[config.mk]
export PLATFORM = sky130hd
export DESIGN_NAME = alu_result_stage_flat
export DESIGN_NICKNAME = d
export VERILOG_FILES = /design/src/rtl/alu_result_stage_if.sv /design/src/rtl/alu_result_stage.sv /design/src/flat_wrapper.sv
export SDC_FILE = /design/constraint.sdc
export NUM_CORES = 1
export LEC_CHECK = 0
export ABC_AREA = 1
export CAP_MARGIN = 20
export CORE_MARGIN = 5
export CORE_UTILIZATION = 52
export DETAILED_ROUTE_END_ITERATION = 6
export PLACE_DENSITY = 0.76
export RECOVER_POWER = 100
export SLEW_MARGIN = 10
export SYNTH_ARGS = -nofsm -noshare
export SYNTH_HDL_FRONTEND = slang
export SYNTH_SLANG_ARGS = --single-unit
[constraint.sdc]
create_clock -name clk -period 3.4 [get_ports clk]
set_clock_uncertainty 0.05 [all_clocks]
set_input_delay 0.68 -clock clk [delete_from_list [all_inputs] [get_ports clk]]
set_output_delay 0.68 -clock clk [all_outputs]
set_load 0.03 [all_outputs]
[src/rtl/alu_result_stage_if.sv]
// ALU result stage bus: producer-side push handshake and consumer-side pop handshake.
interface alu_result_stage_if #(
   parameter int unsigned WIDTH = 64
);
   logic             in_valid;
   logic             in_ready;
   logic [2:0]       cntrl;
   logic [WIDTH-1:0] result;
   logic             carry_out;
   logic             carry_msb_in;
   logic             out_valid;
   logic             out_ready;
   logic [WIDTH-1:0] out_result;
   logic             out_zero;
   logic             out_negative;
   logic             out_overflow;
   logic             out_carry;

   // Producer/consumer side of the stage
   modport master (
      output in_valid, cntrl, result, carry_out, carry_msb_in, out_ready,
      input  in_ready, out_valid, out_result, out_zero, out_negative,
             out_overflow, out_carry
   );

   // The stage itself
   modport slave (
      input  in_valid, cntrl, result, carry_out, carry_msb_in, out_ready,
      output in_ready, out_valid, out_result, out_zero, out_negative,
             out_overflow, out_carry
   );
endinterface

[src/rtl/alu_result_stage.sv]
// Registered ALU output stage: derives zero/negative/carry/overflow flags at
// push time and buffers results in a DEPTH-entry FIFO with valid/ready on both
// sides. Optional sticky overflow bit enabled by ALU_STICKY_OVERFLOW_EN.
module alu_result_stage #(
   parameter int unsigned WIDTH = 64,
   parameter int unsigned DEPTH = 4
) (
   input  logic                   clk,
   input  logic                   reset,
   alu_result_stage_if.slave      bus,
   input  logic                   clear_sticky,
   output logic [$clog2(DEPTH):0] count,
   output logic                   sticky_overflow
);
   localparam int unsigned PW = $clog2(DEPTH);
   localparam int unsigned CW = PW + 1;

   typedef struct packed {
      logic [WIDTH-1:0] result;
      logic             zero;
      logic             negative;
      logic             overflow;
      logic             carry;
   } entry_t;

   entry_t        mem [DEPTH];
   entry_t        head_q;
   entry_t        head_n;
   entry_t        new_c;
   logic [PW-1:0] wr_ptr;
   logic [PW-1:0] rd_ptr;
   logic [PW-1:0] wr_ptr_n;
   logic [PW-1:0] rd_ptr_n;
   logic [CW-1:0] count_q;
   logic [CW-1:0] count_n;
   logic          in_ready_q;
   logic          out_valid_q;
   logic          push_c;
   logic          pop_c;

   assign push_c = bus.in_valid && in_ready_q;
   assign pop_c  = out_valid_q && bus.out_ready;

   // Flag derivation for the incoming ALU result; unknown selects clear all flags
   always_comb begin
      new_c        = '0;
      new_c.result = bus.result;
      unique case (bus.cntrl)
         3'b000, 3'b100, 3'b101, 3'b110: begin
            new_c.zero     = (bus.result == '0);
            new_c.negative = bus.result[WIDTH-1];
         end
         3'b010, 3'b011: begin
            new_c.zero     = (bus.result == '0);
            new_c.negative = bus.result[WIDTH-1];
            new_c.carry    = bus.carry_out;
            new_c.overflow = bus.carry_out ^ bus.carry_msb_in;
         end
         default: ;
      endcase
   end

   // Next pointers, occupancy and head entry; a push landing at the new read
   // pointer bypasses storage so the head register is current one edge later
   always_comb begin
      wr_ptr_n = wr_ptr;
      rd_ptr_n = rd_ptr;
      count_n  = count_q;
      if (push_c) wr_ptr_n = wr_ptr + PW'(1);
      if (pop_c)  rd_ptr_n = rd_ptr + PW'(1);
      unique case ({push_c, pop_c})
         2'b10:   count_n = count_q + CW'(1);
         2'b01:   count_n = count_q - CW'(1);
         default: count_n = count_q;
      endcase
      if (push_c && (wr_ptr == rd_ptr_n)) head_n = new_c;
      else                                head_n = mem[rd_ptr_n];
   end

   // FIFO storage, pointers, occupancy and registered outputs
   always_ff @(posedge clk) begin
      if (reset) begin
         for (int i = 0; i < int'(DEPTH); i++) mem[i] <= '0;
         wr_ptr      <= '0;
         rd_ptr      <= '0;
         count_q     <= '0;
         in_ready_q  <= 1'b1;
         out_valid_q <= 1'b0;
         head_q      <= '0;
      end else begin
         if (push_c) mem[wr_ptr] <= new_c;
         wr_ptr      <= wr_ptr_n;
         rd_ptr      <= rd_ptr_n;
         count_q     <= count_n;
         in_ready_q  <= (count_n < CW'(DEPTH));
         out_valid_q <= (count_n != '0);
         head_q      <= head_n;
      end
   end

   assign count            = count_q;
   assign bus.in_ready     = in_ready_q;
   assign bus.out_valid    = out_valid_q;
   assign bus.out_result   = head_q.result;
   assign bus.out_zero     = head_q.zero;
   assign bus.out_negative = head_q.negative;
   assign bus.out_overflow = head_q.overflow;
   assign bus.out_carry    = head_q.carry;

`ifdef ALU_STICKY_OVERFLOW_EN
   logic sticky_q;

   // Sticky overflow: a new overflow push wins over a simultaneous clear
   always_ff @(posedge clk) begin
      if (reset)                         sticky_q <= 1'b0;
      else if (push_c && new_c.overflow) sticky_q <= 1'b1;
      else if (clear_sticky)             sticky_q <= 1'b0;
   end

   assign sticky_overflow = sticky_q;
`else
   logic unused_clear_sticky;
   assign unused_clear_sticky = clear_sticky;
   assign sticky_overflow     = 1'b0;
`endif
endmodule

[src/flat_wrapper.sv]
// flat-port wrapper written by rule: the top's interface ports become plain ports
module alu_result_stage_flat 
#(
   parameter int unsigned WIDTH = 64,
   parameter int unsigned DEPTH = 4
)
  (clk, reset, clear_sticky, count, sticky_overflow, bus_in_valid, bus_cntrl, bus_result, bus_carry_out, bus_carry_msb_in, bus_out_ready, bus_in_ready, bus_out_valid, bus_out_result, bus_out_zero, bus_out_negative, bus_out_overflow, bus_out_carry);
  alu_result_stage_if #(.WIDTH(WIDTH)) bus_i ();
  input  logic clk;
  input  logic reset;
  input  logic clear_sticky;
  output logic [$clog2(DEPTH):0] count;
  output logic sticky_overflow;
  input wire logic [$bits(bus_i.in_valid)-1:0] bus_in_valid;
  input wire logic [$bits(bus_i.cntrl)-1:0] bus_cntrl;
  input wire logic [$bits(bus_i.result)-1:0] bus_result;
  input wire logic [$bits(bus_i.carry_out)-1:0] bus_carry_out;
  input wire logic [$bits(bus_i.carry_msb_in)-1:0] bus_carry_msb_in;
  input wire logic [$bits(bus_i.out_ready)-1:0] bus_out_ready;
  output wire logic [$bits(bus_i.in_ready)-1:0] bus_in_ready;
  output wire logic [$bits(bus_i.out_valid)-1:0] bus_out_valid;
  output wire logic [$bits(bus_i.out_result)-1:0] bus_out_result;
  output wire logic [$bits(bus_i.out_zero)-1:0] bus_out_zero;
  output wire logic [$bits(bus_i.out_negative)-1:0] bus_out_negative;
  output wire logic [$bits(bus_i.out_overflow)-1:0] bus_out_overflow;
  output wire logic [$bits(bus_i.out_carry)-1:0] bus_out_carry;
  assign bus_i.in_valid = bus_in_valid;
  assign bus_i.cntrl = bus_cntrl;
  assign bus_i.result = bus_result;
  assign bus_i.carry_out = bus_carry_out;
  assign bus_i.carry_msb_in = bus_carry_msb_in;
  assign bus_i.out_ready = bus_out_ready;
  assign bus_in_ready = bus_i.in_ready;
  assign bus_out_valid = bus_i.out_valid;
  assign bus_out_result = bus_i.out_result;
  assign bus_out_zero = bus_i.out_zero;
  assign bus_out_negative = bus_i.out_negative;
  assign bus_out_overflow = bus_i.out_overflow;
  assign bus_out_carry = bus_i.out_carry;
  alu_result_stage #(.WIDTH(WIDTH), .DEPTH(DEPTH)) u_core (.clk(clk), .reset(reset), .bus(bus_i), .clear_sticky(clear_sticky), .count(count), .sticky_overflow(sticky_overflow));
endmodule
==> results.json <==
{
  "yosys-top-cells-area": "edfxtp_1, nor2_1, dfxtp_1",
  "synthesis.area_per_instance_sq_um": 9.25,
  "seq_area_frac_synth_pct": 63.3,
  "cts_hold_buf": 0,
  "syn_inst": 1658,
  "vdd_ir_drop_max_mv": 0.609,
  "timing.fmax_mhz": 358,
  "drt-initial-drc-count": 951,
  "grt_max_degree": 137,
  "drc_errors": 0,
  "drv_slew": 0,
  "fin_area_sq_um": 18500,
  "maxCapViolCount": 0,
  "cts_setup_buffers": 0,
  "max-slew-margin-rel_pct": 35.8,
  "max_stage_delay_ns": 0.66,
  "slowest_stage": "dlygate4sd3_1",
  "detail-route-antenna-nets": 0,
  "setup.worst_path.end_class": "flip-flop",
  "cts.path.max_buffers": 3,
  "layout-drive-gt1-share_pct": 8.79,
  "status": "completed",
  "finalCritPeriodShare_pct": 82.1,
  "crit_path_cell_trace": "dlygate4sd3_1, nor2_1, nand2_1, nand3_1, clkinvlp_2, clkbuf_2",
  "synth_area_sq_um": 15300,
  "ys_warn_count": 0,
  "hp-start": "u_core.count[2]$_SDFF_PP0_",
  "dr.pass1.iters": 5,
  "synth_flop_cell": "edfxtp_1",
  "area_growth_pct": 20.9,
  "worstRegToRegCells": 6,
  "cts_sinks": 349,
  "start_kind": "primary input",
  "path_class": "in -> reg",
  "vias": 11300,
  "setup_violations": 0,
  "cp_top_family": "buffers and inverters",
  "min_to": "u_core.bus.in_ready$_SDFF_PP1_",
  "required_ns": 3.42,
  "h-tree-depth": 2,
  "synth_area_leader_cell": "edfxtp_1",
  "grt_pass1_vias": 11400,
  "dpl.hpwl_um": 21200,
  "synth.distinct_cells": 25,
  "grt-ovfl-total": 0,
  "syn_nets": 1734,
  "wirelength_um": 36700,
  "regToRegSetupSlack_ns": 0.91,
  "grt_pass1_wl_um": 57700,
  "cts_made_buffers": 37,
  "die_y_um": 182,
  "rows": 62,
  "die_area_sq_um": 33000,
  "p_leak_nw": 7.57,
  "synth_edf_count": 272,
  "viasPerCell": 5.18,
  "start_util_pct": 53.0,
  "root_buffer": "clkbuf_16",
  "worst_pin_slew_ns": 0.963,
  "clock_latency_ns": 0.51,
  "core-area_sq_um": 28900,
  "cp.arrival_ns": 2.81,
  "fp.dieW_um": 182,
  "hold-path-cell-count": 2,
  "io_buffers": 145,
  "synth_common_cells": "nor2_1, edfxtp_1, nand2_1",
  "worstHoldPathType": "reg -> reg",
  "clkTransAtPathRegs_ns": 0.06,
  "final_nets": 1847,
  "grt_antenna_before_repair": 0,
  "antenna_cells": 0,
  "hold_viol": 0,
  "period_minus_slack_ns": 2.79,
  "cp_num_buf_inv": 3,
  "cts_tree": "yes",
  "worst-path-max-fanout": 28,
  "yosysTopAreaCellShare_pct": 53.3,
  "cts_resized": 0,
  "fin_setup_tns_ns": 0,
  "rsz0062_at_grt": "false",
  "synth.most_common_cell": "nor2_1",
  "r2r_start": "u_core.bus.in_ready$_SDFF_PP1_",
  "synth-seq-cells": 349,
  "grt_usage_pct": 21.7,
  "place_congestion": 0.796,
  "synthArstFlopShare_pct": 0,
  "p_per_area_nw_per_um2": 741,
  "r2r-end": "u_core.mem[3][29]$_DFFE_PP_",
  "dpl-instance-area_sq_um": 17200,
  "pin_count": 148,
  "wl_per_cell_um": 16.8
}
-- placed cells by master, fill, tap and decap left out, types with 3 or more instances in the layout --
master / instances
inv_1: 147
clkbuf_1: 5
a21oi_1: 3
o211ai_1: 69
clkbuf_16: 37
edfxtp_1: 272
dfxtp_1: 77
nand3_1: 8
or2_2: 68
buf_12: 15
clkbuf_8: 4
dlygate4sd3_1: 75
nand2_4: 5
clkinv_2: 3
clkinv_1: 5
o21ai_0: 70
bufinv_16: 10
clkdlybuf4s50_1: 70
buf_4: 8
nor2_1: 583
nand2_1: 244
-- power breakdown --
part           internal [mW]  switching [mW]  total (mW)  leakage [nW]
Sequential              5.32           0.175        5.50          3.46
Clock                   2.84            1.60        4.44         0.659
Combinational           1.29            2.52        3.81          3.45
-- worst min-delay path, cell delays in order (launching register included) --
cell and delay [ns]:
dfxtp_1 0.34, xnor2_1 0.08, nand2_1 0.10
-- final cells by class --
| cell class | instances | area [sq um] |
|---|---|---|
| inverter | 150 | 567 |
| tap | 384 | 480 |
| clock inverter | 20 | 352 |
| timing repair buffer | 170 | 1820 |
| fill | 2248 | 10400 |
| clock buffer | 45 | 996 |
| multi-input combinational | 1063 | 4610 |
| sequential | 349 | 9710 |
-- how the worst max path moves through the flow --
| stage | end | from | slack, ns | cells after the start |
|---|---|---|---|---|
| 3_3_place_gp | u_core.mem[0][54]$_SDFFCE_PN0P_ | reset | 0.51 | 7 |
| 3_5_place_dp | u_core.mem[0][54]$_SDFFCE_PN0P_ | reset | 0.50 | 7 |
| 2_1_floorplan | u_core.mem[2][0]$_SDFFCE_PN0P_ | reset | 0.15 | 4 |
| 4_1_cts | count[0] | u_core.count[0]$_SDFF_PP0_ | 0.99 | 1 |
| 6_report | u_core.mem[3][29]$_DFFE_PP_ | reset | 0.61 | 6 |
| 5_1_grt | u_core.bus.out_result[37]$_SDFF_PP0_ | reset | 0.48 | 10 |
-- flip-flops by register name, indices dropped and copies added (netlist names) --
signal                   flops
u_core.mem                 272
u_core.bus.out_result       64
u_core.count                 3
u_core.rd_ptr                2
u_core.wr_ptr                2
u_core.bus.in_ready          1
u_core.bus.out_carry         1
u_core.bus.out_negative      1
u_core.bus.out_overflow      1
u_core.bus.out_valid         1
u_core.bus.out_zero          1
-- metal layers --
| metal | vias up | global-route usage, % | wire length (um) |
|---|---|---|---|
| met1 | 5288 | 26.0 | 14100 |
| li1 | 5522 | - | - |
| met4 | 0 | 6.90 | 871 |
| met3 | 61 | 2.96 | 2430 |
| met2 | 426 | 40.2 | 19300 |
| met5 | - | 0 | 0 |
-- cell families after synthesis --
logic type	Yosys count	share of synthesized area [%]
fa+ha+maj	2	0.212
xor+xnor	2	0.114
flops	349	63.3
buf+inv	246	6.77
compound gates	142	5.76
other cells	1	0.0245
simple gates	916	23.8
-- through the flow --
stage	utilization (%)	cells	hold WS (ns)	setup WS, ns	total power [mW]
finish	64.1	2181	0.497	0.610	13.7
floorplan	-	1658	0.425	0.149	8.16
global route	64.1	2181	0.541	0.479	14.4
detailed placement	59.6	2116	0.490	0.498	9.52
CTS	64.2	2181	0.507	0.991	13.9
global placement	59.6	2116	0.477	0.513	9.43
(Power assumes the default switching activity.)
